--- src/rtl/logic_unit_arbiter_if.sv ---
// Request/response bus between the requesters and the shared logic-op unit.
interface logic_unit_arbiter_if #(
  parameter int unsigned NREQ  = 4,
  parameter int unsigned WIDTH = 4
);
  localparam int unsigned IDW = (NREQ > 1) ? $clog2(NREQ) : 1;

  logic [NREQ-1:0]       req_valid;
  logic [NREQ-1:0]       req_ready;
  logic [3*NREQ-1:0]     req_op;
  logic [WIDTH*NREQ-1:0] req_a;
  logic [WIDTH*NREQ-1:0] req_b;
  logic                  rsp_valid;
  logic                  rsp_ready;
  logic [WIDTH-1:0]      rsp_y;
  logic [IDW-1:0]        rsp_id;
  logic                  rsp_err;
  logic [7:0]            done_cnt;

  // Requester / response-consumer side.
  modport master (
    output req_valid, req_op, req_a, req_b, rsp_ready,
    input  req_ready, rsp_valid, rsp_y, rsp_id, rsp_err, done_cnt
  );

  // Arbiter side.
  modport slave (
    input  req_valid, req_op, req_a, req_b, rsp_ready,
    output req_ready, rsp_valid, rsp_y, rsp_id, rsp_err, done_cnt
  );
endinterface

--- src/rtl/logic_unit_arbiter.sv ---
// Round-robin arbiter sharing one registered bitwise logic-op unit among NREQ requesters.
// One transaction in flight: IDLE (grant) -> EXEC (compute) -> RESP (hold until consumed).
module logic_unit_arbiter #(
  parameter int unsigned NREQ  = 4,
  parameter int unsigned WIDTH = 4
) (
  input logic                 clk,
  input logic                 reset,
  logic_unit_arbiter_if.slave bus
);
  localparam int unsigned IDW = (NREQ > 1) ? $clog2(NREQ) : 1;

  localparam logic [2:0] OpAnd  = 3'b000;
  localparam logic [2:0] OpOr   = 3'b001;
  localparam logic [2:0] OpXor  = 3'b010;
  localparam logic [2:0] OpNand = 3'b011;
  localparam logic [2:0] OpNor  = 3'b100;

  typedef enum logic [1:0] {StIdle, StExec, StResp} state_e;

  state_e           r_state;
  state_e           w_state_next;
  logic [IDW-1:0]   r_last;
  logic [2:0]       r_op;
  logic [WIDTH-1:0] r_a;
  logic [WIDTH-1:0] r_b;
  logic [IDW-1:0]   r_id;
  logic [WIDTH-1:0] r_y;
  logic             r_err;
  logic [IDW-1:0]   r_rsp_id;
  logic [7:0]       r_done_cnt;

  logic             w_found;
  logic [IDW-1:0]   w_grant;
  logic [NREQ-1:0]  w_req_ready;
  logic             w_accept;
  logic             w_rsp_valid;
  logic             w_rsp_fire;
  logic [WIDTH-1:0] w_y;
  logic             w_err;

  // Round-robin search starting one past the last granted requester, wrapping.
  always_comb begin
    w_found = 1'b0;
    w_grant = '0;
    for (int unsigned k = 1; k <= NREQ; k++) begin
      if (!w_found && bus.req_valid[(32'(r_last) + k) % NREQ]) begin
        w_found = 1'b1;
        w_grant = IDW'((32'(r_last) + k) % NREQ);
      end
    end
  end

  // One-hot ready to the winner only while idle; reset masks everything.
  always_comb begin
    w_req_ready = '0;
    if (r_state == StIdle && w_found && !reset) begin
      w_req_ready[w_grant] = 1'b1;
    end
  end

  assign w_accept    = |(bus.req_valid & w_req_ready);
  assign w_rsp_valid = (r_state == StResp) && !reset;
  assign w_rsp_fire  = w_rsp_valid && bus.rsp_ready;

  // Bitwise op on the latched operands; illegal codes give zero with err set.
  always_comb begin
    w_y   = '0;
    w_err = 1'b0;
    case (r_op)
      OpAnd:   w_y = r_a & r_b;
      OpOr:    w_y = r_a | r_b;
      OpXor:   w_y = r_a ^ r_b;
      OpNand:  w_y = ~(r_a & r_b);
      OpNor:   w_y = ~(r_a | r_b);
      default: w_err = 1'b1;
    endcase
  end

  // Next-state logic for the single-transaction sequencer.
  always_comb begin
    w_state_next = r_state;
    unique case (r_state)
      StIdle:  if (w_accept) w_state_next = StExec;
      StExec:  w_state_next = StResp;
      StResp:  if (w_rsp_fire) w_state_next = StIdle;
      default: w_state_next = StIdle;
    endcase
  end

  // State register.
  always_ff @(posedge clk) begin
    if (reset) r_state <= StIdle;
    else       r_state <= w_state_next;
  end

  // Operand capture, result registers and completion counter.
  always_ff @(posedge clk) begin
    if (reset) begin
      r_last     <= IDW'(NREQ - 1);
      r_op       <= '0;
      r_a        <= '0;
      r_b        <= '0;
      r_id       <= '0;
      r_y        <= '0;
      r_err      <= 1'b0;
      r_rsp_id   <= '0;
      r_done_cnt <= '0;
    end else begin
      if (w_accept) begin
        r_op   <= bus.req_op[3*int'(w_grant) +: 3];
        r_a    <= bus.req_a[WIDTH*int'(w_grant) +: WIDTH];
        r_b    <= bus.req_b[WIDTH*int'(w_grant) +: WIDTH];
        r_id   <= w_grant;
        r_last <= w_grant;
      end
      if (r_state == StExec) begin
        r_y      <= w_y;
        r_err    <= w_err;
        r_rsp_id <= r_id;
      end
      if (w_rsp_fire) begin
        r_done_cnt <= r_done_cnt + 8'd1;
      end
    end
  end

  assign bus.req_ready = w_req_ready;
  assign bus.rsp_valid = w_rsp_valid;
  assign bus.rsp_y     = r_y;
  assign bus.rsp_id    = r_rsp_id;
  assign bus.rsp_err   = r_err;
  assign bus.done_cnt  = r_done_cnt;
endmodule

--- src/flat_wrapper.sv ---
// flat-port wrapper written by rule: the top's interface ports become plain ports
module logic_unit_arbiter_flat 
#(
  parameter int unsigned NREQ  = 4,
  parameter int unsigned WIDTH = 4
)
  (clk, reset, bus_req_valid, bus_req_op, bus_req_a, bus_req_b, bus_rsp_ready, bus_req_ready, bus_rsp_valid, bus_rsp_y, bus_rsp_id, bus_rsp_err, bus_done_cnt);
  logic_unit_arbiter_if #(.NREQ(NREQ), .WIDTH(WIDTH)) bus_i ();
  input logic clk;
  input logic reset;
  input wire logic [$bits(bus_i.req_valid)-1:0] bus_req_valid;
  input wire logic [$bits(bus_i.req_op)-1:0] bus_req_op;
  input wire logic [$bits(bus_i.req_a)-1:0] bus_req_a;
  input wire logic [$bits(bus_i.req_b)-1:0] bus_req_b;
  input wire logic [$bits(bus_i.rsp_ready)-1:0] bus_rsp_ready;
  output wire logic [$bits(bus_i.req_ready)-1:0] bus_req_ready;
  output wire logic [$bits(bus_i.rsp_valid)-1:0] bus_rsp_valid;
  output wire logic [$bits(bus_i.rsp_y)-1:0] bus_rsp_y;
  output wire logic [$bits(bus_i.rsp_id)-1:0] bus_rsp_id;
  output wire logic [$bits(bus_i.rsp_err)-1:0] bus_rsp_err;
  output wire logic [$bits(bus_i.done_cnt)-1:0] bus_done_cnt;
  assign bus_i.req_valid = bus_req_valid;
  assign bus_i.req_op = bus_req_op;
  assign bus_i.req_a = bus_req_a;
  assign bus_i.req_b = bus_req_b;
  assign bus_i.rsp_ready = bus_rsp_ready;
  assign bus_req_ready = bus_i.req_ready;
  assign bus_rsp_valid = bus_i.rsp_valid;
  assign bus_rsp_y = bus_i.rsp_y;
  assign bus_rsp_id = bus_i.rsp_id;
  assign bus_rsp_err = bus_i.rsp_err;
  assign bus_done_cnt = bus_i.done_cnt;
  logic_unit_arbiter #(.NREQ(NREQ), .WIDTH(WIDTH)) u_core (.clk(clk), .reset(reset), .bus(bus_i));
endmodule
--- config.mk ---
export PLATFORM = sky130hd
export DESIGN_NAME = logic_unit_arbiter_flat
export DESIGN_NICKNAME = d
export VERILOG_FILES = /design/src/rtl/logic_unit_arbiter_if.sv /design/src/rtl/logic_unit_arbiter.sv /design/src/flat_wrapper.sv
export SDC_FILE = /design/constraint.sdc
export NUM_CORES = 1
export LEC_CHECK = 0
export BUFFER_PORTS_ARGS = -buffer_cell sky130_fd_sc_hd__buf_2
export CAP_MARGIN = 15
export CORE_MARGIN = 2
export CORE_UTILIZATION = 45
export CTS_CLUSTER_SIZE = 10
export DETAILED_ROUTE_END_ITERATION = 6
export PLACE_DENSITY = 0.74
export REMOVE_ABC_BUFFERS = 1
export SLEW_MARGIN = 30
export SYNTH_ARGS = -nofsm -noshare
export SYNTH_HDL_FRONTEND = slang
export SYNTH_SLANG_ARGS = --single-unit
--- constraint.sdc ---
create_clock -name clk -period 1.8 [get_ports clk]
set_clock_uncertainty 0.05 [all_clocks]
set_input_delay 0.09 -clock clk [delete_from_list [all_inputs] [get_ports clk]]
set_output_delay 0.09 -clock clk [all_outputs]
set_load 0.005 [all_outputs]
Yosys cells after proc, flatten, opt, wreduce, memory -nomap -nowiden

Index checks and enable logic that the tools add are counted.
Widths: inputs -> output; s select.

Input bits: 51
Output and inout bits: 20
Word-level logic and storage cells: 80
Bits in registers: 32

$add $sub $neg: 5
Order comparisons: 6
Multipliers: 1
Reduce and logical (&&, ||, !) cells: 17
Muxes and demuxes: 24
Bitwise logic cells: 6
Equal/unequal tests: 8
Shifts and indexed selects: 3

Operator list:

| cell                | number |
|---|---|
| $shiftx 12x32->3    | 1 |
| $shiftx 16x5->4     | 2 |
| $pmux 4 s5          | 1 |
| $lt 2x3->1 const B  | 5 |
| $mux 2              | 6 |
| $mux 1              | 10 |
| $add 8x1->8 const B | 1 |
| $and 4x4->4         | 2 |
| $bmux 1 s2          | 4 |
| $logic_and 1x1->1   | 8 |
| $not 4->4           | 2 |
| $eq 3x2->1 const B  | 2 |
| $pmux 2 s3          | 1 |
| $reduce_or 5->1     | 1 |
| $add 2x1->2 const B | 2 |
| $add 2x2->2 const B | 2 |
| $logic_not 1->1     | 4 |
| $mul 2x2->4 const A | 1 |
| $mux 4              | 1 |
| $ne 2x1->1 const B  | 2 |
| $or 4x4->4          | 1 |
| $reduce_or 4->1     | 1 |
| $xor 4x4->4         | 1 |
| $eq 3x1->1 const B  | 1 |
| other kinds (8)     | 8 |

Depth between registers and ports, before layout

Gate-level depths: netlist (run 1).

Depth after elaboration: 22
Depth in mapped cells: 7
Mapped depth without buffers: 7

Worst setup path before layout (run 1)

OpenSTA, ideal clock, no wires.

Kind: register to register
From: register u_core.r_last[1]
To: register u_core.r_a[3]
Setup slack: 252 ps
Period minus slack after synthesis: 1548 ps
Cell stages (with the launch flop): 8
Setup time: 144 ps
Arrival: 1355 ps
Required time: 1606 ps
Buffers on the path: 2
Cell sequence: dfxtp_1 buf_4 and2b_1 o21bai_2 a21oi_2 buf_2 a222oi_1 a221oi_2

Longest elaborated chain between the ends: 20
Elaborated cells between the ends (all ways): 37
Those cells by class: add/sub (4); order compare (2); shift (1); mux (19); bitwise (1); reduce/logical (10)

Ends and longest elaborated chain:

| what                                                           | line                                               | source |
|---|---|---|
| start, declared                                                | logic_unit_arbiter.sv:23                           | `logic [IDW-1:0] r_last;` |
| start signal, assigned                                         | logic_unit_arbiter.sv:100                          | `r_last <= IDW'(NREQ - 1);` |
| start signal, assigned                                         | logic_unit_arbiter.sv:115                          | `r_last <= w_grant;` |
| $add 2x1->2                                                    | logic_unit_arbiter.sv:47, logic_unit_arbiter.sv:49 |  |
| $bmux 1 s2                                                     | logic_unit_arbiter.sv:47                           | `if (!w_found && bus.req_valid[(32'(r_last) + k) % NREQ]) begin` |
| $mux 1 (implied by the code)                                   | logic_unit_arbiter.sv:47                           |  |
| $mux 1                                                         | logic_unit_arbiter.sv:47                           |  |
| $logic_not 1->1                                                | logic_unit_arbiter.sv:47                           |  |
| $logic_and 1x1->1                                              | logic_unit_arbiter.sv:47                           |  |
| $mux 1                                                         | logic_unit_arbiter.sv:47                           |  |
| $logic_not 1->1                                                | logic_unit_arbiter.sv:47                           |  |
| [4 not listed]                                                 | n/a                                                |  |
| $mux 2                                                         | logic_unit_arbiter.sv:47                           |  |
| $lt 2x3->1 (implied by the code) or $ge 2x1->1 (tied branches) | logic_unit_arbiter.sv:58                           | `w_req_ready[w_grant] = 1'b1;` |
| $logic_and 1x1->1 (implied by the code)                        | logic_unit_arbiter.sv:58                           |  |
| $mux 1 (implied by the code)                                   | logic_unit_arbiter.sv:58                           |  |
| $demux 1 s2                                                    | n/a                                                |  |
| $mux 4                                                         | logic_unit_arbiter.sv:57                           | `if (r_state == StIdle && w_found && !reset) begin` |
| $and 4x4->4                                                    | logic_unit_arbiter.sv:62                           | `assign w_accept = \|(bus.req_valid & w_req_ready);` |
| $reduce_or 4->1                                                | logic_unit_arbiter.sv:62                           |  |
| end signal, assigned                                           | logic_unit_arbiter.sv:112                          | `r_a <= bus.req_a[WIDTH*int'(w_grant) +: WIDTH];` |
| end, declared                                                  | logic_unit_arbiter.sv:25                           | `logic [WIDTH-1:0] r_a;` |

Several ways; a longest one is shown, not always the timed one. The select of a mux whose other input is x is not followed.
A chain may end at the register's enable or synchronous reset.

Worst setup path in the final report (run 1)

From: register u_core.r_last[1]
To: register u_core.r_op[0]

Longest elaborated chain between the ends: 20
Elaborated cells between the ends (all ways): 38
Those cells by class: add/sub (4); mul (1); order compare (2); shift (1); mux (19); bitwise (1); reduce/logical (10)

Ends and longest elaborated chain:

| what                                                 | line                      | source |
|---|---|---|
| branches (longest 20 deep; another with $add 2x1->2) | n/a                       |  |
| end signal, assigned                                 | logic_unit_arbiter.sv:111 | `r_op <= bus.req_op[3*int'(w_grant) +: 3];` |
| end, declared                                        | logic_unit_arbiter.sv:24  | `logic [2:0] r_op;` |

Parallel ways; which one is timed is not known. The select of a mux whose other input is x is not followed.

==> results of run 1 <==
[power by group through the flow]
stage	registers, uW	clock network (uW)	logic [uW]
floorplan	823	0	302
global placement	833	0	472
detailed placement	835	0	487
CTS	820	694	504
global route	831	731	568
finish	823	687	514
[Yosys cell counts (2+ instances only)]
library cell and n:
buf_2 6, nor3_1 3, a221oi_2 7, and2_1 4, buf_4 3, a21oi_1 21, nand4_1 2, inv_2 3
a211oi_1 3, xor2_1 5, nand2_1 9, inv_1 8, nor2_1 21, clkbuf_1 4, nor3b_1 2, a222oi_1 11
a22o_1 4, xnor2_1 2, nand2b_1 2, mux2i_1 11, ha_1 9, o21a_1 2, dfxtp_1 32, o21ai_0 5
o21bai_1 2, nand3_1 2
[worst max-delay path by stage]
stage,from,end,slack (ns),cells past startpoint
after floorplan,u_core.r_state[0]$_SDFFE_PP0P_,u_core.bus.done_cnt[5]$_SDFFE_PP0P_,0.03,5
after global placement,bus_req_valid[1],bus_req_ready[1],-0.20,5
after detailed placement,u_core.r_last[1]$_SDFFE_PP1P_,u_core.r_a[0]$_SDFFE_PP0P_,-0.09,5
after CTS,u_core.r_state[0]$_SDFFE_PP0P_,bus_req_ready[3],0.006,5
after global routing,u_core.r_last[1]$_SDFFE_PP1P_,bus_req_ready[0],0.0009,4
final,u_core.r_last[1]$_SDFFE_PP1P_,u_core.r_op[0]$_SDFFE_PP0P_,0.04,5
[flip-flops by register name, indices dropped and copies added (netlist names)]
register and flops:
u_core.bus.rsp_id 2, u_core.bus.done_cnt 8, u_core.bus.rsp_err 1, u_core.r_state 2
u_core.r_b 4, u_core.r_a 4, u_core.r_id 2, u_core.r_op 3
u_core.bus.rsp_y 4, u_core.r_last 2
[per-layer routing]
metal	vias up	wire length (um)	share of wire [%]
li1	924	-	-
met1	854	2160	45
met2	63	2280	47
met3	8	319	6.6
met4	0	88	1.8
met5	-	0	0
[worst max-delay path, stage by stage, from the launching register on]
cell and delay (ns):
dfxtp_4 0.41, and2b_1 0.20, o21bai_2 0.22, a21oi_2 0.17, a222oi_1 0.42, a211oi_1 0.14
[what timing repair did]
item                       CTS  global route
setup endpoints to repair   13             8
gates resized for setup      2             3
hold buffers                 2             0
hold endpoints to repair     1             0
cloned                       1             0
pin swaps                    1             0
setup buffers                0             2
[per-stage QoR]
stage	worst slack, ns	power (uW)	util, %	hold slack (ns)	instance area (um^2)
finish	0.0425	2020	61.8	0.0213	2490
global route	0.000902	2130	61.8	0.0334	2490
CTS	0.00583	2020	61.2	0.00149	2470
detailed placement	-0.0904	1320	57.6	0.303	2320
global placement	-0.196	1310	57.4	0.302	2310
floorplan	0.0335	1120	-	0.106	1820
[kinds of logic (layout without fill, tap and decap cells)]
family / count (synthesis) / in the layout
flops: 32 / 32
fa+ha+maj: 9 / 9
compound gates: 66 / 67
mux: 11 / 11
buf+inv: 26 / 103
simple gates: 55 / 55
xor+xnor: 7 / 7
[final cells by class]
type,instances,area [um^2],area share [%]
multi-input combinational,149,1160,46.6
tap,50,62.6,2.51
sequential,32,646,25.9
clock inverter,2,35.0,1.41
timing repair buffer,84,473,19.0
inverter,11,41.3,1.66
clock buffer,6,72.6,2.91
==> metrics.cfg, run 1 <==
[global_routing]
gr-total-overflow=0
busiest_layer=met2
grt_use_met2_pct=34.5
gr-usage-met1_pct=25.0
grt.total_usage_pct=20.6
antenna_found_initial=0
grt_pass1_wl_um=7990
use_met3_pct=6.29
grt_max_degree=28
grt_pass1_vias=1725

[pwr]
p_leak_uw=0.00112
pwr-share-comb_pct=25.4
p_per_area_nw_per_um2=812
clkPwrFrac_pct=33.9
internal_power_uw=1420
ir_worst_vdd_uv=426
p_seq_share_pct=40.7
sw_frac_of_total_pct=29.8
switchingPower_uw=603

[route]
drc=0
detail-route-antenna-nets=0
initialDrtViolationCount=133
drt_wl_total_um=4850
wl_per_cell_um=14.5
viasPerCell=5.54
vias=1849
drt_pass1_iterations=5

[placement]
port_buffers=70
dp_hpwl_um=3400
place_inst=321
place_congestion=0.775

[setup_path]
path_max_fanout=10
worstSetupStartpointType=flop
critical_path_class=flop to flop
endpoint_kind=flop
r2r_end=u_core.r_op[0]$_SDFFE_PP0P_
critPathRequiredTime_ns=1.90
cp.arrival_ns=1.86
rr_startpoint=u_core.r_last[1]$_SDFFE_PP1P_
reg2reg_setup_slack_ns=0.04
reg2reg_depth=5

[floorplan]
die_area_um2=4770
ioPinCount=71
row_count=23
die_w_um=69.0
coreArea_um2=4030
initial_core_util_pct=47.2
die_y_um=69.0

[sta]
hold_viol_final=0
rsz0062_at_grt=no
worstMarginPinSlew_ns=0.636
fin_crit_sh_pct=97.6
slew-limit-headroom_pct=57.5
setup_tns_ns=0
drv_slew=0
setup_viol=0
period_minus_slack_ns=1.76
fmax_ghz=0.569

[logic_synthesis]
yosysSeqAreaShare_pct=33.7
synth_top_area_share_pct=33.7
synth-compound-area-share_pct=30.0
synth.area.mux_share_pct=5.79
ys_warn_count=0
ys_types=49
synthArstFlopShare_pct=0
syn_inst=206
yosys.area.top_type=dfxtp_1
synth-xor-area-share_pct=3.22
synth_top_family_by_area=compound AO/OA/AOI/OAI gates
syn_area_um2=1900
synth_simple_gate_area_share_pct=14.9
ys_ff_latch=32
synthAdderAreaFrac_pct=5.92
synth_area_leaders=dfxtp_1 (34%), ha_1 (5.9%), a222oi_1 (5.8%), mux2i_1 (5.8%), a21oi_1 (5.5%)
synth_edf_count=0
syn_area_per_cell_um2=9.24
synthFlopType=dfxtp_1

[cells_and_area]
mostFrequentLayoutCell=buf_2
antenna_cells=0
fillers=385
drive_above_1_share_pct=39.1
final_cell_count_no_fill=334
syn2layout_area_growth_pct=30.9
nNetsFinal=343
final_cell_mix=buf_2 (70), dfxtp_1 (30), a21oi_1 (21), nor2_1 (21)

[cts]
ctsRootBufferMaster=clkbuf_8
clkSinkCount=32
cts_tree=built
cts_max_level=2
cts_buffers=5
cts.clk_slew.worst_paths_ns=0.07
max-clock-path-buffers=2
clock_latency_ns=0.29

[worst_hold_path]
hold_class=input pin to flop
hold_depth=2
hold_start=reset
whs_endpoint=u_core.r_a[0]$_SDFFE_PP0P_

[outcome]
status=finished clean

[flow_run]
drv_cap=0

(Power assumes the default switching activity.)
==> inputs of run 2 (changes only) <==
--- a/config.mk
+++ b/config.mk
@@ -7,9 +7,8 @@
 export LEC_CHECK = 0
 export BUFFER_PORTS_ARGS = -buffer_cell sky130_fd_sc_hd__buf_2
 export CAP_MARGIN = 15
-export CORE_MARGIN = 2
+export CORE_MARGIN = 3
 export CORE_UTILIZATION = 45
-export CTS_CLUSTER_SIZE = 10
 export DETAILED_ROUTE_END_ITERATION = 6
 export PLACE_DENSITY = 0.74
 export REMOVE_ABC_BUFFERS = 1
==> metrics.cfg, run 2 (synthesized netlist as in run 1, its figures left out) <==
[cts]
cts_buffers=5  ; unchanged
cts.clk_slew.worst_paths_ns=0.07  ; about the same
clock_latency_ns=0.29  ; about the same
cts_tree=built
cts_max_level=2  ; unchanged
ctsRootBufferMaster=clkbuf_8
clkSinkCount=32  ; unchanged
holdBufCountCts=0  ; -2
max-clock-path-buffers=2  ; unchanged

[worst_hold_path]
hold_class=input pin to flop
hold_start=bus_rsp_ready
whs_endpoint=u_core.r_state[1]$_SDFFE_PP0P_
hold_depth=3  ; +1

[pwr]
ir_worst_vdd_uv=535  ; +26%
p_leak_uw=0.00110  ; -1.6%
p_per_area_nw_per_um2=817  ; +0.53%

[cells_and_area]
nNetsFinal=339  ; -1.2%
syn2layout_area_growth_pct=28.9
antenna_cells=0  ; unchanged
mostFrequentLayoutCell=buf_2
fillers=366  ; -4.9%
multi_input_area_um2=1150  ; -1.1%
regArea_um2=643  ; -0.39%
largest_register_ffs=8  ; unchanged
fin_area_um2=2450  ; -1.6%
final_cell_mix=buf_2 (70), dfxtp_1 (30), a21oi_1 (21), nor2_1 (21)
drive_above_1_share_pct=39.6  ; +0.56 points

[global_routing]
grt_pass1_vias=1701  ; -1.4%
grt_pass1_wl_um=8140  ; +1.8%
grt_max_degree=23  ; -18%
antenna_found_initial=0  ; unchanged
gr-total-overflow=0  ; unchanged
grt.total_usage_pct=20.3  ; -0.31 points

[floorplan]
initial_core_util_pct=47.2  ; unchanged
coreArea_um2=4030  ; unchanged
row_count=23  ; unchanged
die_y_um=71.0  ; +2.9%
die_w_um=71.0  ; +2.9%
die_area_um2=5050  ; +5.9%
ioPinCount=71  ; unchanged

[placement]
port_buffers=70  ; unchanged
place_area_um2=2320  ; unchanged
place_congestion=0.788  ; +1.7%
dp_hpwl_um=3800  ; +12%

[outcome]
status=finished clean

[sta]
fmax_ghz=0.585  ; +2.8%
fin_crit_sh_pct=95.0  ; -2.6 points
setup_viol=0  ; unchanged
drv_slew=0  ; unchanged
hold_viol_final=0  ; unchanged
period_minus_slack_ns=1.71  ; -0.0476 ns
setup_tns_ns=0  ; unchanged
rsz0062_at_grt=no
slew-limit-headroom_pct=63.7  ; +6.3 points
worstMarginPinSlew_ns=0.544  ; -0.0923 ns

[setup_path]
endpoint_kind=output port
rr_startpoint=u_core.r_last[1]$_SDFFE_PP1P_
slowest_delay_ns=0.40  ; -0.02 ns
path_max_fanout=13  ; +3
slowest_stage=dfxtp_2
reg2reg_depth=6  ; +1
crit_buf_inv=3  ; +3
critPathRequiredTime_ns=1.66  ; -0.24 ns
critical_path_class=flop to output port
cp.arrival_ns=1.57  ; -0.29 ns
worstSetupStartpointType=flop
r2r_end=u_core.r_b[1]$_SDFFE_PP0P_
reg2reg_setup_slack_ns=0.14  ; +0.10 ns
path_cells=buf_4, a21oi_4, o32ai_4, buf_6, and2_1, buf_2
crit_family=buffers and inverters

[route]
drt_wl_total_um=5070  ; +4.4%
initialDrtViolationCount=127  ; -4.5%
detail-route-antenna-nets=0  ; unchanged
vias=1845  ; -0.22%
drc=0  ; unchanged
drt_pass1_iterations=5  ; unchanged
wl_per_cell_um=15.3  ; +5.6%
viasPerCell=5.59  ; +0.99%

[flow_run]
drv_cap=0  ; unchanged

==> run 2: worst min-delay path, delay by kind of cell <==
kind / cells / cell delay, ns
buffers and inverters: 1 / 0.09
AOI/OAI and AO/OA: 1 / 0.05
and+or+nand+nor: 1 / 0.10
==> run 2: how the worst max path moves through the flow <==
stage	startpoint	end	slack, ns	cells after the start
after floorplan	u_core.r_state[0]$_SDFFE_PP0P_	u_core.bus.done_cnt[5]$_SDFFE_PP0P_	0.03	5
after global placement	bus_req_valid[1]	bus_req_ready[0]	0.07	5
after detailed placement	bus_req_valid[1]	bus_req_ready[0]	0.03	5
after CTS	u_core.r_last[1]$_SDFFE_PP1P_	bus_req_ready[2]	0.03	5
after global routing	u_core.r_last[1]$_SDFFE_PP1P_	bus_req_ready[1]	0.02	6
final	u_core.r_last[1]$_SDFFE_PP1P_	bus_req_ready[1]	0.09	6
==> run 2: power by group <==
part	total (uW)	switching [uW]	internal [uW]
sequential	822	61.0	761
clock	672	262	410
combinational	509	263	246
==> run 2: layout make-up <==
cell class	count	share of cell area, %
multi-input combinational	148	46.8
sequential	32	26.2
timing repair buffer	81	18.3
clock buffer	6	2.96
tap	50	2.55
inverter	11	1.68
clock inverter	2	1.43
==> run 2: layer usage <==
| metal | track usage, % | vias to the layer above | share of wire (%) |
|---|---|---|---|
| li1 | - | 915 | - |
| met5 | 0 | - | 0 |
| met4 | 6.26 | 0 | 1.3 |
| met2 | 33.4 | 72 | 49 |
| met1 | 26.3 | 850 | 42 |
| met3 | 4.97 | 8 | 7.9 |
==> run 2: timing repair <==
action / 4_1_cts / 5_1_grt
setup endpoints to repair: 4 / 4
gates resized for setup: 3 / 3
buffers inserted: 1 / 0
gates cloned: 0 / 0
==> run 2: through the flow <==
step                hold slack [ns]  total power [uW]  utilization [%]  worst slack (ns)  instances
CTS                          0.0229              2010             60.6            0.0284        330
global placement              0.330              1320             57.6            0.0727        321
floorplan                     0.106              1120                -            0.0335        191
global route                 0.0400              2110             60.9            0.0220        330
detailed placement            0.332              1330             57.6            0.0286        321
finish                       0.0368              2000             60.9            0.0902        330
